==> src/rtl/cr16_alu_stepper.sv <==
// cr16_alu_stepper -- drives a cr16_alu from a chunk-wide switch bank and a
// single push button. Operands are entered MSB chunk first (A, then B), then
// the opcode; one EXEC cycle latches the ALU result/status, and the block
// holds until the next press starts a new operation.
//
// Ports
//   I_CLK       system clock, rising edge
//   I_RST       asynchronous reset, active low
//   I_INPUT     chunk / opcode value from the switches (asynchronous)
//   I_STEP      push button, active low (asynchronous)
//   I_DISP_SEL  0 result, 1 A, 2 B, 3 zero-extended opcode
//   O_DISPLAY   registered view of the selected source
//   O_STATUS    ALU status of the last executed operation {N,Z,F,L,C}
//   O_PHASE     0 LOAD_A, 1 LOAD_B, 2 LOAD_OP, 3 EXEC/HOLD
//   O_CHUNK     index of the next chunk to load
//   O_DONE      high for the single EXEC cycle
//
// Also contains cr16_alu, the combinational ALU the stepper drives.

// cr16_alu -- combinational ALU.
//   I_A, I_B   operands        I_OP      opcode (0 ADD, 1 SUB, 2 AND, 3 OR,
//   I_ENABLE   gates outputs               4 XOR, 5 NOT A, 6 MOV B, else 0)
//   O_C        result          O_STATUS  {N, Z, F(overflow), L(A<B unsigned),
//                                          C(carry out / borrow)}
module cr16_alu #(
  parameter int P_WIDTH        = 16,
  parameter int P_OPCODE_WIDTH = 5
) (
  input  logic [P_WIDTH-1:0]        I_A,
  input  logic [P_WIDTH-1:0]        I_B,
  input  logic [P_OPCODE_WIDTH-1:0] I_OP,
  input  logic                      I_ENABLE,
  output logic [P_WIDTH-1:0]        O_C,
  output logic [4:0]                O_STATUS
);
  localparam logic [P_OPCODE_WIDTH-1:0] OP_ADD  = P_OPCODE_WIDTH'(0);
  localparam logic [P_OPCODE_WIDTH-1:0] OP_SUB  = P_OPCODE_WIDTH'(1);
  localparam logic [P_OPCODE_WIDTH-1:0] OP_AND  = P_OPCODE_WIDTH'(2);
  localparam logic [P_OPCODE_WIDTH-1:0] OP_OR   = P_OPCODE_WIDTH'(3);
  localparam logic [P_OPCODE_WIDTH-1:0] OP_XOR  = P_OPCODE_WIDTH'(4);
  localparam logic [P_OPCODE_WIDTH-1:0] OP_NOT  = P_OPCODE_WIDTH'(5);
  localparam logic [P_OPCODE_WIDTH-1:0] OP_MOVB = P_OPCODE_WIDTH'(6);
  localparam int MSB = P_WIDTH - 1;

  logic [P_WIDTH:0]   sum;
  logic [P_WIDTH-1:0] c;
  logic               carry, ovf;

  always_comb begin
    sum   = '0;
    c     = '0;
    carry = 1'b0;
    ovf   = 1'b0;
    case (I_OP)
      OP_ADD: begin
        sum   = {1'b0, I_A} + {1'b0, I_B};
        c     = sum[MSB:0];
        carry = sum[P_WIDTH];
        ovf   = (I_A[MSB] == I_B[MSB]) && (c[MSB] != I_A[MSB]);
      end
      OP_SUB: begin
        // extra bit of the subtraction is the borrow
        sum   = {1'b0, I_A} - {1'b0, I_B};
        c     = sum[MSB:0];
        carry = sum[P_WIDTH];
        ovf   = (I_A[MSB] != I_B[MSB]) && (c[MSB] != I_A[MSB]);
      end
      OP_AND:  c = I_A & I_B;
      OP_OR:   c = I_A | I_B;
      OP_XOR:  c = I_A ^ I_B;
      OP_NOT:  c = ~I_A;
      OP_MOVB: c = I_B;
      default: c = '0;
    endcase
  end

  assign O_C      = I_ENABLE ? c : '0;
  assign O_STATUS = I_ENABLE ? {c[MSB], (c == '0), ovf, (I_A < I_B), carry} : 5'd0;
endmodule

module cr16_alu_stepper #(
  parameter  int P_WIDTH        = 16,
  parameter  int P_INPUT_WIDTH  = 8,
  parameter  int P_OPCODE_WIDTH = 5,
  localparam int N              = P_WIDTH / P_INPUT_WIDTH,
  localparam int CW             = (N > 1) ? $clog2(N) : 1
) (
  input  logic                     I_CLK,
  input  logic                     I_RST,
  input  logic [P_INPUT_WIDTH-1:0] I_INPUT,
  input  logic                     I_STEP,
  input  logic [1:0]               I_DISP_SEL,
  output logic [P_WIDTH-1:0]       O_DISPLAY,
  output logic [4:0]               O_STATUS,
  output logic [1:0]               O_PHASE,
  output logic [CW-1:0]            O_CHUNK,
  output logic                     O_DONE
);
  typedef enum logic [2:0] {S_LOAD_A, S_LOAD_B, S_LOAD_OP, S_EXEC, S_HOLD} state_t;

  state_t                    state_q, state_d;
  logic [CW-1:0]             chunk_q, chunk_d;
  logic [P_WIDTH-1:0]        a_q, b_q, res_q, disp_q, disp_d;
  logic [P_OPCODE_WIDTH-1:0] op_q;
  logic [4:0]                status_q;
  logic [P_WIDTH-1:0]        alu_c;
  logic [4:0]                alu_status;
  logic                      ld_a, ld_b, ld_op, exec, chunk_last;
  logic [1:0]                phase;

  // Button: two-flop synchroniser plus an edge register, all idling high.
  // smp_vld marks that step_s1 holds a real sample rather than its reset
  // value; armed is set only once a released level has actually been seen,
  // so a button held through reset release cannot fake a falling edge.
  logic step_s1, step_s2, step_s3, smp_vld, armed, step_pulse;

  always_ff @(posedge I_CLK or negedge I_RST) begin
    if (!I_RST) begin
      step_s1 <= 1'b1;
      step_s2 <= 1'b1;
      step_s3 <= 1'b1;
      smp_vld <= 1'b0;
      armed   <= 1'b0;
    end else begin
      step_s1 <= I_STEP;
      step_s2 <= step_s1;
      step_s3 <= step_s2;
      smp_vld <= 1'b1;
      armed   <= armed | (smp_vld & step_s1);
    end
  end

  assign step_pulse = step_s3 & ~step_s2 & armed;
  assign chunk_last = (chunk_q == CW'(N - 1));

  always_comb begin
    state_d = state_q;
    chunk_d = chunk_q;
    ld_a    = 1'b0;
    ld_b    = 1'b0;
    ld_op   = 1'b0;
    exec    = 1'b0;
    phase   = 2'd0;
    case (state_q)
      S_LOAD_A, S_LOAD_B: begin
        phase = (state_q == S_LOAD_A) ? 2'd0 : 2'd1;
        if (step_pulse) begin
          ld_a = (state_q == S_LOAD_A);
          ld_b = (state_q == S_LOAD_B);
          if (chunk_last) begin
            chunk_d = '0;
            state_d = (state_q == S_LOAD_A) ? S_LOAD_B : S_LOAD_OP;
          end else begin
            chunk_d = chunk_q + CW'(1);
          end
        end
      end
      S_LOAD_OP: begin
        phase = 2'd2;
        if (step_pulse) begin
          ld_op   = 1'b1;
          state_d = S_EXEC;
        end
      end
      S_EXEC: begin
        // any pulse landing here is dropped
        phase   = 2'd3;
        exec    = 1'b1;
        state_d = S_HOLD;
      end
      S_HOLD: begin
        phase = 2'd3;
        if (step_pulse) begin
          state_d = S_LOAD_A;
          chunk_d = '0;
        end
      end
      default: begin
        state_d = S_LOAD_A;
        chunk_d = '0;
      end
    endcase
  end

  always_comb begin
    disp_d = res_q;
    case (I_DISP_SEL)
      2'd0:    disp_d = res_q;
      2'd1:    disp_d = a_q;
      2'd2:    disp_d = b_q;
      default: disp_d = P_WIDTH'(op_q);
    endcase
  end

  always_ff @(posedge I_CLK or negedge I_RST) begin
    if (!I_RST) begin
      state_q  <= S_LOAD_A;
      chunk_q  <= '0;
      a_q      <= '0;
      b_q      <= '0;
      op_q     <= '0;
      res_q    <= '0;
      status_q <= '0;
      disp_q   <= '0;
    end else begin
      state_q <= state_d;
      chunk_q <= chunk_d;
      // chunk_cnt 0 addresses the top chunk: operands are keyed in MSB first
      for (int i = 0; i < N; i++) begin
        if (ld_a && chunk_q == CW'(N - 1 - i))
          a_q[i*P_INPUT_WIDTH +: P_INPUT_WIDTH] <= I_INPUT;
        if (ld_b && chunk_q == CW'(N - 1 - i))
          b_q[i*P_INPUT_WIDTH +: P_INPUT_WIDTH] <= I_INPUT;
      end
      if (ld_op) op_q <= I_INPUT[P_OPCODE_WIDTH-1:0];
      if (exec) begin
        res_q    <= alu_c;
        status_q <= alu_status;
      end
      disp_q <= disp_d;
    end
  end

  cr16_alu #(
    .P_WIDTH        (P_WIDTH),
    .P_OPCODE_WIDTH (P_OPCODE_WIDTH)
  ) u_alu (
    .I_A      (a_q),
    .I_B      (b_q),
    .I_OP     (op_q),
    .I_ENABLE (1'b1),
    .O_C      (alu_c),
    .O_STATUS (alu_status)
  );

  assign O_DISPLAY = disp_q;
  assign O_STATUS  = status_q;
  assign O_PHASE   = phase;
  assign O_CHUNK   = chunk_q;
  assign O_DONE    = (state_q == S_EXEC);
endmodule

==> config.mk <==
export PLATFORM = sky130hd
export DESIGN_NAME = cr16_alu_stepper
export DESIGN_NICKNAME = d
export VERILOG_FILES = /design/src/rtl/cr16_alu_stepper.sv
export SDC_FILE = /design/constraint.sdc
export NUM_CORES = 1
export LEC_CHECK = 0
export ABC_CLOCK_PERIOD_IN_PS = 5000
export CORE_UTILIZATION = 66
export CTS_CLUSTER_DIAMETER = 60
export DETAILED_ROUTE_END_ITERATION = 10
export PLACE_DENSITY = 0.95
export SETUP_SLACK_MARGIN = 0.3
export SLEW_MARGIN = 20
export SYNTH_ARGS = -nofsm -noshare
export SYNTH_HDL_FRONTEND = slang
export SYNTH_HIERARCHICAL = 1
export SYNTH_SLANG_ARGS = --single-unit
==> constraint.sdc <==
create_clock -name I_CLK -period 5 [get_ports I_CLK]
set_input_delay 1 -clock I_CLK [delete_from_list [all_inputs] [get_ports I_CLK]]
set_output_delay 1 -clock I_CLK [all_outputs]
set_load 0.05 [all_outputs]
==> results of run 1 <==
==> registers in the layout, summed over array words and instances (netlist names) <==
register and flops:
O_CHUNK 1, step_s1 1, smp_vld 1, step_s3 1, O_DISPLAY 16, O_STATUS 5, b_q 16, step_s2 1
state_q 3, op_q 5, res_q 16, a_q 16, armed 1
==> how the worst max path moves through the flow <==
stage                         from                       to  slack (ns)
2_1_floorplan   a_q[3]$_DFFE_PN0P_  O_STATUS[4]$_DFFE_PN0P_        1.78
3_3_place_gp    a_q[3]$_DFFE_PN0P_  O_STATUS[3]$_DFFE_PN0P_        1.41
3_5_place_dp    a_q[3]$_DFFE_PN0P_  O_STATUS[3]$_DFFE_PN0P_        1.27
4_1_cts         a_q[3]$_DFFE_PN0P_  O_STATUS[3]$_DFFE_PN0P_        1.27
5_1_grt         a_q[3]$_DFFE_PN0P_  O_STATUS[3]$_DFFE_PN0P_        1.02
6_report       op_q[0]$_DFFE_PN0P_  O_STATUS[3]$_DFFE_PN0P_        1.18
==> final cells by class <==
cell class / count / share of cell area (%)
Inverter: 52 / 2.86
Antenna cell: 1 / 0.0366
Clock inverter: 6 / 0.714
Timing Repair Buffer: 43 / 6.09
Multi-Input combinational cell: 478 / 56.0
Sequential cell: 83 / 30.4
Clock buffer: 10 / 1.87
Tap cell: 111 / 2.03
==> metrics by stage <==
step	instances	cell area (µm²)	utilization (%)	worst slack [ns]	hold WS, ns
after floorplan	648	6280	-	1.78	0.354
after global placement	767	6650	72.4	1.41	0.357
after detailed placement	767	6650	72.4	1.27	0.362
after CTS	783	6830	74.3	1.27	0.378
after global routing	783	6830	74.3	1.02	0.384
final	784	6840	74.3	1.18	0.377
==> per-layer routing <==
layer	vias up	GRT usage [%]	routed length, µm
li1	2375	-	-
met1	2719	53.7	7220
met2	474	65.3	8840
met3	147	12.0	2410
met4	0	21.9	1240
met5	-	0	0
==> cells by family after synthesis <==
| group | Yosys count | synth area share (%) |
|---|---|---|
| and+or+nand+nor | 174 | 14.7 |
| AOI/OAI and AO/OA | 160 | 18.6 |
| buffers and inverters | 87 | 6.11 |
| DFF | 83 | 33.3 |
| muxes | 80 | 16.4 |
| adders and majority gates | 50 | 10.3 |
| xor gates and xnor gates | 4 | 0.561 |
| other | 1 | 0.0600 |
==> placed cells by master, fill, tap and decap left out, types with 6 or more instances in the layout <==
cell type	instances
a21o_1	9
a21oi_1	29
a221oi_1	7
a22oi_1	7
and2_1	7
and3_1	6
buf_4	6
clkbuf_8	9
clkdlybuf4s50_1	36
conb_1	10
dfrtp_1	80
ha_1	48
inv_1	52
mux2_2	37
mux2_4	23
mux2i_1	15
nand2_1	33
nand3_1	13
nor2_1	48
nor2b_1	6
nor3_1	17
o211ai_1	6
o21ai_0	36
o22ai_1	7
==> worst register-to-register path: cells and delay by family (launching register included) <==
family        cells  cell delay [ns]
flops             1             0.71
simple gates      9             2.89
mux               1             0.18
==> flow_metrics.tcl, run 1 <==
set metrics [dict create \
    status "complete, no violations" \
    yosysWarningCount 6 \
    gp_congestion 0.967 \
    synthDominantCellAreaShare_pct 32.0 \
    final_ant_viol_nets 0 \
    die_height_um 99.3 \
    post_cts.resized_instances 0 \
    post_cts_hold_buffer_count 0 \
    wl_mm 19.7 \
    num_rows 35 \
    multiInputGateArea_um2 3830 \
    globalRouteTotalUtil_pct 42.0 \
    first_global_vias 5757 \
    post_synth_inst_count 639 \
    yosys_most_used_dff "dfrtp_1" \
    cp_num_buf_inv 0 \
    post-route-period-util_pct 76.4 \
    vias 5715 \
    number_of_enable_type_register_cells_in_the_synthesized_netlist 0 \
    slowest_delay_ns 0.71 \
    grt_start_max_net_pins 84 \
    startpoint_type "flop" \
    post_synth.cell_area_avg_um2 9.78 \
    syn-cell-area_um2 6250 \
    maxSlewHeadroom_pct 19.6 \
    critical_path_depth 10 \
    seqCellArea_um2 2080 \
    boundaryPins 38 \
    holdPathEnd "step_s2$_DFF_PN1_" \
    postSynthRegisterBits 83 \
    clock.fmax_ghz 0.262 \
    synth_commonest_cells "80 x dfrtp_1, 52 x inv_1, 48 x ha_1, 48 x nor2_1, 37 x mux2_2" \
    path_depth_of_the_worst_reg2reg_path 10 \
    via_to_cell_ratio 7.29 \
    grt_setup_unrepaired "no" \
    clk_path_buf_depth 2 \
    chipWidth_um 99.3 \
    die-area_um2 9860 \
    final_hold_viol_count 0 \
    synth_top_area_cell "dfrtp_1" \
    finalSetupViolCount 0 \
    hpwl_mm 13.6 \
    synthArstFlopShare_pct 100 \
    buffer_ports.inserted 37 \
    area_growth_pct 9.39 \
    clock-sinks 83 \
    drc_errors 0 \
    cts_tree "yes" \
    htree_num_levels 3 \
    final_net_count 730 \
    register_clock_pin_slew_on_the_reported_worst_setup_and_hold_paths_ns 0.10 \
    worst_ep_arrival_time_ns 4.13 \
    post_cts_setup_driven_buffer_insertion_count 0 \
    cts-buffers-inserted 9 \
    timing.final.max_slew_violations 0 \
    core_um2 9200 \
    shortest_clock_period_the_worst_path_allows_after_layout_ns 3.82 \
    cpMostUsedCell "nand4_1" \
    ctsRootBufferMaster "clkbuf_8" \
    critical_path_class "reg -> reg" \
    critPathMaxFanout 20 \
    r2r_start "op_q[0]$_DFFE_PN0P_" \
    hp-class "reg -> reg" \
    drt-pass1-iter-count 7 \
    drv.max_cap_violation_count 0 \
    wl_per_cell_um 25.1 \
    critPathCaptureType "flop" \
    final_layout_size_suffix_gt1_share_pct 16.5 \
    dr_iter_0_viols 1125 \
    required_ns 5.31 \
    r2r_setup_slack_ns 1.18 \
    worstPathCellList "nor2b_1 -> nand2_1 -> nor2_1 -> nor4_1 -> nand4_1 -> nor3_1 -> and3_1 -> nand4_1 -> nor4_2 -> mux2_4" \
    timing.setup.tns_ns 0 \
    min_from "step_s1$_DFF_PN1_" \
    global_route_total_overflow 0 \
    crit_path_top_delay_cell "dfrtp_1" \
    post_synth_num_cell_types 81 \
    antenna_found_initial 0 \
    synth.most_common_cell "dfrtp_1" \
    floorplan.initialDensity_pct 68.0 \
    timing.hold.worst_path_depth 0 \
    layout.filler_cells 550 \
    yosysSeqAreaShare_pct 33.3 \
    clk_latency_ns 0.37 \
    finalClockSkew_ns 0.0201 \
    ys_top_cells_by_area "dfrtp_1 32%, ha_1 9.6%, mux2_2 6.7%" \
    worst_path_dominant_cell_family "simple AND/OR/NAND/NOR gates" \
    worst_r2r_endpoint "O_STATUS[3]$_DFFE_PN0P_" \
    grt_first_pass_wirelength_mm 31.2 \
    max_slew.worst_pin.slew_ns 1.20 \
]
Power of run 1 is left out: the tool's default activity adds up to more than one toggle a clock period on the data nets, which glitch-free logic cannot reach.
==> inputs of run 2 (changes only) <==
--- a/config.mk
+++ b/config.mk
@@ -5,11 +5,11 @@
 export SDC_FILE = /design/constraint.sdc
 export NUM_CORES = 1
 export LEC_CHECK = 0
-export ABC_CLOCK_PERIOD_IN_PS = 5000
-export CORE_UTILIZATION = 66
+export ABC_CLOCK_PERIOD_IN_PS = 3400
+export CORE_UTILIZATION = 55
 export CTS_CLUSTER_DIAMETER = 60
 export DETAILED_ROUTE_END_ITERATION = 10
-export PLACE_DENSITY = 0.95
+export PLACE_DENSITY = 0.86
 export SETUP_SLACK_MARGIN = 0.3
 export SLEW_MARGIN = 20
 export SYNTH_ARGS = -nofsm -noshare
==> constraint.sdc (replaced) <==
create_clock -name I_CLK -period 3.4 [get_ports I_CLK]
set_input_delay 0.68 -clock I_CLK [delete_from_list [all_inputs] [get_ports I_CLK]]
set_output_delay 0.68 -clock I_CLK [all_outputs]
set_load 0.05 [all_outputs]
==> run 2 against run 1 <==
  * Cell count is 10% higher
  * Routed wire length hardly changed
  * Critical path depth is 4 higher
  * First-iteration DRC count is 37% lower
  * Sequential cell count stayed put
  * Non-clock buffer count is 51 higher
  * Register-to-register slack worse by 0.95 ns
  * Via count is 0.33% lower
  * Clock skew is 0.014 ns lower
  * Utilization is 5.1 points lower
  * Sequential share of layout area is 2.9 points lower
  * Final area is 11% higher
==> flow_metrics.tcl, run 2 (synthesis gave the netlist of run 1 again) <==
set metrics [dict create \
    status "complete, no violations" \
    critPathCaptureType "flop" \
    post-route-period-util_pct 93.3 \
    num_rows 38 \
    maxSlewHeadroom_pct 48.4 \
    buffer_ports.inserted 37 \
    cts_tree "yes" \
    required_ns 3.68 \
    clock.fmax_ghz 0.315 \
    global_route_total_overflow 0 \
    timing.final.max_slew_violations 0 \
    critPathMaxFanout 3 \
    finalSetupViolCount 0 \
    htree_num_levels 3 \
    clock-sinks 83 \
    startpoint_type "flop" \
    die-area_um2 11800 \
    cts-buffers-inserted 9 \
    clk_path_buf_depth 2 \
    mostFrequentLayoutCell "dfrtp_1" \
    wl_per_cell_um 22.8 \
    finalClockSkew_ns 0.00592 \
    boundaryPins 38 \
    worst_ep_arrival_time_ns 3.45 \
    gp_congestion 0.996 \
    core_um2 10900 \
    chipWidth_um 109 \
    post_cts_hold_buffer_count 0 \
    first_global_vias 5555 \
    vias 5696 \
    drt-pass1-iter-count 5 \
    dpl.cell_count 836 \
    final_layout_size_suffix_gt1_share_pct 28.5 \
    grt_first_pass_wirelength_mm 30.3 \
    fin_ws_ns 0.229 \
    drc_errors 0 \
    globalRouteTotalUtil_pct 34.6 \
    antennaDiodeCount 0 \
    via_to_cell_ratio 6.60 \
    antenna_found_initial 0 \
    fin_cells 863 \
    r2r_setup_slack_ns 0.23 \
    hpwl_mm 13.8 \
    most-common-layout-cells "74 x dfrtp_1, 57 x buf_4, 46 x inv_1, 46 x nor2_1" \
    dr_iter_0_viols 712 \
    final_hold_viol_count 0 \
    die_height_um 109 \
    register_clock_pin_slew_on_the_reported_worst_setup_and_hold_paths_ns 0.06 \
    pre_cts_slack_ns -0.0551 \
    critical_path_class "reg -> reg" \
    grt_start_max_net_pins 63 \
    hp-class "reg -> reg" \
    final_ant_viol_nets 0 \
    wl_mm 19.7 \
    timing.setup.tns_ns 0 \
    floorplan.initialDensity_pct 57.2 \
    final_net_count 781 \
    area_growth_pct 21.2 \
    drv.max_cap_violation_count 0 \
    max_slew.worst_pin.slew_ns 0.773 \
    ctsRootBufferMaster "clkbuf_16" \
    clk_latency_ns 0.34 \
    shortest_clock_period_the_worst_path_allows_after_layout_ns 3.17 \
    grt_setup_unrepaired "yes" \
]
==> run 2: changes by cell type in the layout (fill, tap and decap cells not counted), sizes merged <==
| cell | delta |
|---|---|
| clkinvlp | -1 |
| inv | -2 |
| clkinv | +1 |
| buf | +51 |
| diode | -1 |
| clkbuf | +2 |
==> run 2: area by class of cell <==
class | instances | area [µm²]
timing repair buffer | 94 | 800
multi-input combinational | 478 | 4050
tap | 140 | 175
sequential | 83 | 2090
inverter | 52 | 195
clock buffer | 12 | 236
clock inverter | 4 | 28.8
fill | 740 | 3360
==> run 2: what timing repair did <==
item                                   CTS  global route
cloned                                   0             0
setup endpoints to repair                7            11
pin swaps                                9            19
endpoints found under the hold margin    0             0
gates resized for setup                 22            28
buffers inserted                         8             3
==> run 2: worst max-delay path: stages (launching register included) <==
cell and delay, ns:
dfrtp_1 0.42, inv_2 0.09, ha_2 0.21, inv_1 0.07, fa_2 0.38, mux2i_1 0.26
xnor2_1 0.16, nor2_1 0.08, nor4_2 0.40, nand4_1 0.15, nor3_1 0.28, and3_1 0.21
nand4_1 0.10, nor4_2 0.15, mux2_4 0.18
==> run 2: final timing paths <==
kind,start,to,cells after the start
max in group asynchronous,I_RST,a_q[12]$_DFFE_PN0P_,2
setup reg to reg,a_q[0]$_DFFE_PN0P_,O_STATUS[3]$_DFFE_PN0P_,14
setup / recovery,a_q[0]$_DFFE_PN0P_,O_STATUS[3]$_DFFE_PN0P_,14
hold reg to reg,step_s1$_DFF_PN1_,step_s2$_DFF_PN1_,0
hold / removal,step_s1$_DFF_PN1_,step_s2$_DFF_PN1_,0
min in group asynchronous,I_RST,res_q[10]$_DFFE_PN0P_,1
==> run 2: layer usage <==
layer / part of all wire [%] / routed length [µm] / track usage (%) / up-vias
met5: 0 / 0 / 0 / -
met3: 10 / 1960 / 8.02 / 65
met2: 45 / 8960 / 51.7 / 370
li1: - / - / - / 2473
met4: 3.5 / 699 / 16.1 / 0
met1: 41 / 8080 / 47.5 / 2788
==> run 2: metrics by stage <==
stage          hold WS [ns]  utilization, %  area [µm²]
6_report              0.367            69.2        7570
2_1_floorplan         0.354               -        6330
5_1_grt               0.373            69.2        7570
3_3_place_gp          0.355            64.2        7020
3_5_place_dp          0.358            64.2        7020
4_1_cts               0.367            68.1        7450
Power of run 2 is left out for the same reason.
==> inputs of run 3 (changes only) <==
--- a/config.mk
+++ b/config.mk
@@ -5,11 +5,12 @@
 export SDC_FILE = /design/constraint.sdc
 export NUM_CORES = 1
 export LEC_CHECK = 0
+export ABC_AREA = 1
 export ABC_CLOCK_PERIOD_IN_PS = 3400
 export CORE_UTILIZATION = 55
 export CTS_CLUSTER_DIAMETER = 60
 export DETAILED_ROUTE_END_ITERATION = 10
-export PLACE_DENSITY = 0.86
+export PLACE_DENSITY = 0.85
 export SETUP_SLACK_MARGIN = 0.3
 export SLEW_MARGIN = 20
 export SYNTH_ARGS = -nofsm -noshare
==> run 3 against run 2 <==
  * Sequential share of layout area grew 0.63 points
  * Synthesized area grew 6.3%
  * Global-route usage shrank 3.8 points
  * Via count increased by 15%
  * Die area increased by 6.2%
  * Synthesized cell count increased by 57%
  * Utilization down 5.7 points
  * First-iteration DRC count decreased by 18%
  * Critical path depth down 10
  * Largest cell class unchanged
==> flow_metrics.tcl, run 3 <==
set metrics [dict create \
    synthArstFlopShare_pct 100 \
    register_clock_pin_slew_on_the_reported_worst_setup_and_hold_paths_ns 0.06 \
    vias 6524 \
    postLayoutCellArea_um2 7380 \
    ctsRootBufferMaster "clkbuf_16" \
    cts_tree "yes" \
    postSynthRegisterBits 83 \
    yosysWarningCount 6 \
    hpwl_mm 13.9 \
    slowest_delay_ns 0.89 \
    drc_errors 0 \
    drt-pass1-iter-count 5 \
    yosys_most_used_dff "dfrtp_1" \
    power.sequential.fraction_pct 24.4 \
    core_um2 11600 \
    post-route-period-util_pct 88.3 \
    switching_share_pct 54.2 \
    pre_cts_slack_ns 0.773 \
    path_depth_of_the_worst_reg2reg_path 18 \
    area_growth_pct 11.0 \
    grt_setup_unrepaired "no" \
    yosysSeqAreaShare_pct 31.3 \
    clk_path_buf_depth 2 \
    p_int_mw 3.66 \
    die-area_um2 12500 \
    wl_mm 18.4 \
    grt_first_pass_wirelength_mm 30.1 \
    via_to_cell_ratio 5.53 \
    clk_latency_ns 0.35 \
    global_route_total_overflow 0 \
    finalSetupViolCount 0 \
    cp_num_buf_inv 3 \
    gp_congestion 0.951 \
    cts-buffers-inserted 9 \
    post_synth_inst_count 1003 \
    final_net_count 1094 \
    shortest_clock_period_the_worst_path_allows_after_layout_ns 3.00 \
    critPathMaxFanout 22 \
    antenna_found_initial 0 \
    power.ir.vdd_worst_mv 0.688 \
    clockPowerShare_pct 13.2 \
    num_rows 39 \
    final_layout_size_suffix_gt1_share_pct 7.53 \
    critical_path_depth 4 \
    final_ant_viol_nets 0 \
    most-common-layout-cells "373 x nand2_1, 133 x inv_1, 91 x nand3_1, 80 x dfrtp_1, 79 x nor2_1" \
    combinational_power_share_pct 62.4 \
    r2r_setup_slack_ns 0.74 \
    net-switching-power_mw 4.33 \
    post_synth.cell_area_avg_um2 6.63 \
    postPlaceCellArea_um2 7040 \
    final_hold_viol_count 0 \
    hp-class "in -> async" \
    globalRouteTotalUtil_pct 30.8 \
    post_cts_setup_driven_buffer_insertion_count 0 \
    synth.most_common_cell "nand2_1" \
    post_cts.resized_instances 0 \
    drv.max_cap_violation_count 0 \
    required_ns 2.72 \
    power-per-cell-area_nw_per_um2 1080 \
    leakage_nw 3.98 \
    boundaryPins 38 \
    fin_ws_ns 0.398 \
    dr_iter_0_viols 581 \
    status "complete, no violations" \
    worst_ep_arrival_time_ns 2.32 \
    first_global_vias 5986 \
    critical_path_class "reg -> out" \
    buffer_ports.inserted 37 \
    wl_per_cell_um 15.6 \
    max_slew.worst_pin.slew_ns 0.757 \
    antennaDiodeCount 0 \
    critPathCaptureType "output port" \
    chipWidth_um 112 \
    die_height_um 112 \
    worstPathCellList "inv_1 -> nand3_2 -> inv_2 -> clkdlybuf4s50_1" \
    synth_commonest_cells "373 x nand2_1, 133 x inv_1, 91 x nand3_1" \
    clock.fmax_ghz 0.333 \
    clock-sinks 83 \
    startpoint_type "flop" \
    finalClockSkew_ns 0.00819 \
    htree_num_levels 3 \
    ys_top_cells_by_area "dfrtp_1 30%, nand2_1 21%, ha_1 9.0%" \
    floorplan.initialDensity_pct 57.2 \
    timing.final.max_slew_violations 0 \
    synthDominantCellAreaShare_pct 30.1 \
    worst_path_dominant_cell_family "buffers and inverters" \
    syn-cell-area_um2 6650 \
    synth_top_area_cell "dfrtp_1" \
    post_synth_num_cell_types 40 \
    crit_path_top_delay_cell "clkdlybuf4s50_1" \
    maxSlewHeadroom_pct 49.5 \
    post_cts_hold_buffer_count 0 \
    timing.setup.tns_ns 0 \
    mostFrequentLayoutCell "nand2_1" \
    grt_start_max_net_pins 84 \
    number_of_enable_type_register_cells_in_the_synthesized_netlist 0 \
]
-- run 3: cell count changes after synthesis, sizes merged, moves of 10 or more --
cell | previous run | this run
clkbuf | 21 | 2
buf | 14 | 25
nor3 | 18 | 8
nand3 | 17 | 96
nor2 | 48 | 91
mux2i | 15 | 0
o21ai | 37 | 59
nand2 | 33 | 383
inv | 52 | 139
mux2 | 60 | 0
-- run 3: power by group through the flow --
stage / combinational [mW] / sequential, mW / clock, mW
after floorplan: 3.47 / 2.15 / 0
after CTS: 4.90 / 1.93 / 1.06
after global routing: 5.56 / 2.01 / 1.10
after global placement: 4.76 / 1.90 / 0
final: 4.99 / 1.95 / 1.06
after detailed placement: 4.85 / 1.93 / 0
-- run 3: kinds of logic (layout without fill, tap and decap cells) --
family | Yosys count | in the layout | synth area share [%]
XOR/XNOR | 3 | 3 | 0.395
buffers and inverters | 167 | 197 | 10.8
flip-flops | 83 | 83 | 31.3
adder cells (fa/ha/maj) | 50 | 50 | 9.64
other | 1 | 4 | 0.0564
AO/OA/AOI/OAI | 107 | 107 | 10.0
AND/OR/NAND/NOR | 592 | 592 | 37.8
-- run 3: layout make-up --
class / count / area (µm²)
clock inverters: 7 / 100
multi-input cells: 756 / 3860
flip-flops and latches: 83 / 2080
fillers: 995 / 4240
clock buffers: 9 / 225
inverters: 140 / 526
repair buffers: 41 / 402
well taps: 143 / 179
-- run 3: metrics by stage --
stage / cells / power, mW / hold slack (ns) / utilization [%]
after floorplan: 1006 / 5.61 / 0.354 / -
after global placement: 1163 / 6.66 / 0.359 / 60.7
after detailed placement: 1163 / 6.78 / 0.362 / 60.7
after CTS: 1179 / 7.89 / 0.372 / 63.5
after global routing: 1179 / 8.67 / 0.376 / 63.5
final: 1179 / 7.99 / 0.369 / 63.5
-- run 3: routing by layer --
| metal | vias up | part of all wire (%) | GRT usage (%) |
|---|---|---|---|
| met4 | 0 | 3.1 | 13.3 |
| met5 | - | 0 | 0 |
| met3 | 42 | 7.4 | 3.92 |
| met2 | 289 | 45 | 48.9 |
| met1 | 2998 | 44 | 42.2 |
| li1 | 3195 | - | - |
-- run 3: worst paths after layout --
path                                        start                       to
min in group I_CLK              step_s2$_DFF_PN1_        step_s3$_DFF_PN1_
max                        state_q[2]$_DFFE_PN0P_                   O_DONE
min                                         I_RST      op_q[3]$_DFFE_PN0P_
min reg2reg                     step_s2$_DFF_PN1_        step_s3$_DFF_PN1_
max reg2reg                    b_q[0]$_DFFE_PN0P_  O_STATUS[3]$_DFFE_PN0P_
max in group asynchronous                   I_RST     res_q[9]$_DFFE_PN0P_
-- run 3: worst reg2reg max path: cells and delay by family, from the launching register on --
family	cells	cell delay [ns]
fa+ha+maj	2	0.73
simple gates	14	1.28
buf+inv	2	0.19
flops	1	0.43
No activity file was read; power rests on OpenSTA's default activity.
==> variant: new RTL, config.mk and constraints of run 3 <==
Set the parameter `P_INPUT_WIDTH` to 16 (it was 8).
--- a/src/rtl/cr16_alu_stepper.sv
+++ b/src/rtl/cr16_alu_stepper.sv
@@ -80,7 +80,7 @@
 
 module cr16_alu_stepper #(
   parameter  int P_WIDTH        = 16,
-  parameter  int P_INPUT_WIDTH  = 8,
+  parameter  int P_INPUT_WIDTH  = 16,
   parameter  int P_OPCODE_WIDTH = 5,
   localparam int N              = P_WIDTH / P_INPUT_WIDTH,
   localparam int CW             = (N > 1) ? $clog2(N) : 1
Ports: changed (resized I_INPUT); port bits go from 38 to 46. The function was not compared with the original's and may differ.
==> variant against run 3 <==
- the flow now finishes with violations (design-rule violations)
- worst setup slack better by 0.18 ns
- routed wire length is 1.3% higher
- total power is 0.70% higher
- sequential cell count is 1 lower
- area after synthesis is 1.6% lower
- sequential share of layout area is 0.18 points lower
- design area is 0.56% lower
- critical path depth is 14 higher
- critical path type is now register to register
- critical endpoint is now O_STATUS[3]$_DFFE_PN0P_
- largest cell class unchanged
- highest routed layer unchanged
==> variant: results (changes against run 3) <==
Run status
  • Status: finished, violations left
  • Failing checks: design-rule violations

Placement
  • PortBufs: 44 (+19%)
  • Place WS: 0.679 ns (-0.0940 ns)
  • Detail Placement HPWL: 13800 um (-0.87%)
  • Gpl congestion: 0.984 (+3.5%)
  • Area after DPL: 7000 um^2 (-0.60%)

Yosys
  • Total number of yosys warnings: 6 (unchanged)
  • Commonest cells post-synth: nand2_1, inv_1, nand3_1
  • Sequential share of the synthesized area: 31.4% (+0.13 points)
  • Yosys cell types: 37 (-7.5%)
  • Top post-synthesis cells by area: dfrtp_1, nand2_1, ha_1
  • Cells after Synth: 1020 (+1.7%)

Timing
  • Final Skew: 0.00670 ns (-0.00149 ns)
  • Worst slew pin tran: 0.856 ns (+0.0996 ns)
  • Minimum clock period: 2.82 ns (-0.179 ns)
  • Min Hold Slack: 0.367 ns (-0.00180 ns)

Global routing
  • Global-route wire length before repair: 30800 um (+2.2%)
  • Vias in the first global route: 6105 (+2.0%)
  • Gr usage total: 31.6% (+0.85 points)
  • Largest net degree at the start of global routing: 83 (-1.2%)

Setup path
  • Crit path arrival time: 3.10 ns (+0.78 ns)
  • CP Launch Point: b_q[0]$_DFFE_PN0P_
  • Critical Path Sink: O_STATUS[3]$_DFFE_PN0P_
  • Max Fanout on Critical Path: 6 (-73%)
  • FF-to-FF setup slack: 0.58 ns (-0.16 ns)

Power
  • Sw Ratio: 54.7% (+0.57 points)
  • Clock power share: 13.4% (+0.2 points)
  • Combinational share of power: 63.6% (+1.2 points)
  • Maximum VDD drop: 0.807 mV (+17%)
  • Total leakage power: 4.03 nW (+1.4%)

Routing
  • Initial DRT Pass Iterations: 9 (+4)
  • Drc violations: 3 (+3)
  • Initial DRC count: 602 (+3.6%)
  • Drt wl/cell: 15.5 um (-0.66%)
  • Via count: 6698 (+2.7%)

Final layout
  • Fillcell total: 1017 (+2.2%)
  • Nets: 1125 (+2.8%)
  • Post-Layout Cell Count: 1202 (+2.0%)
  • Share of cells above drive strength 1: 4.82% (-2.7 points)

Clock tree
  • Clk_lat worst skew: 0.34 ns

Worst hold path
  • Min-delay worst type: input pin to asynchronous set/reset pin
-- variant: cell count changes after synthesis, moves of 2 or more --
cell	delta
o21ai_1	-12
inv_1	-14
o21ai_0	-5
nand2_2	-2
nand2_1	+53
nand3_2	-2
nand3_4	-2
o21ai_2	-21
nor2_1	+2
buf_4	+4
nand3_1	+20
-- variant: per-layer routing --
layer / track usage [%] / up-vias / part of all wire (%)
met3: 5.19 / 42 / 9.6
met1: 45.6 / 3072 / 44
met4: 10.0 / 0 / 2.4
met5: 0 / - / 0
met2: 48.6 / 337 / 44
li1: - / 3247 / -
-- variant: layout make-up --
cell class                 count  area, um^2  area share [%]
multi-input combinational    785        3810            52.0
sequential                    82        2060            28.0
timing repair buffer          50         484            6.60
inverter                     126         473            6.45
clock buffer                  11         243            3.31
tap                          143         179            2.44
clock inverter                 5        86.3            1.18
-- variant: kinds of logic (layout without fill, tap and decap cells) --
kind of cell               count (synthesis)  after routing  share of synthesized area [%]
adders and majority gates                 50             50                           9.80
xor gates and xnor gates                   3              3                          0.402
and+or+nand+nor                          659            659                           41.9
buffers and inverters                    156            192                           10.4
DFF                                       82             82                           31.4
other                                      2              5                          0.115
AOI/OAI and AO/OA                         68             68                           5.91
-- variant: critical path, cell delays in order, from the launching register on --
cell and delay (ns):
dfrtp_1 0.46, ha_1 0.32, inv_1 0.09, fa_1 0.41, inv_1 0.09, nand3_1 0.09, nand2_1 0.14, nand2_1 0.06
nand3_1 0.07, nand3_1 0.07, nor2_1 0.15, nand2_1 0.07, nor2_1 0.15, nand2_1 0.07, nor2_1 0.19, nand3_1 0.10
nor2_1 0.09, nand2_1 0.06, nand2_1 0.09
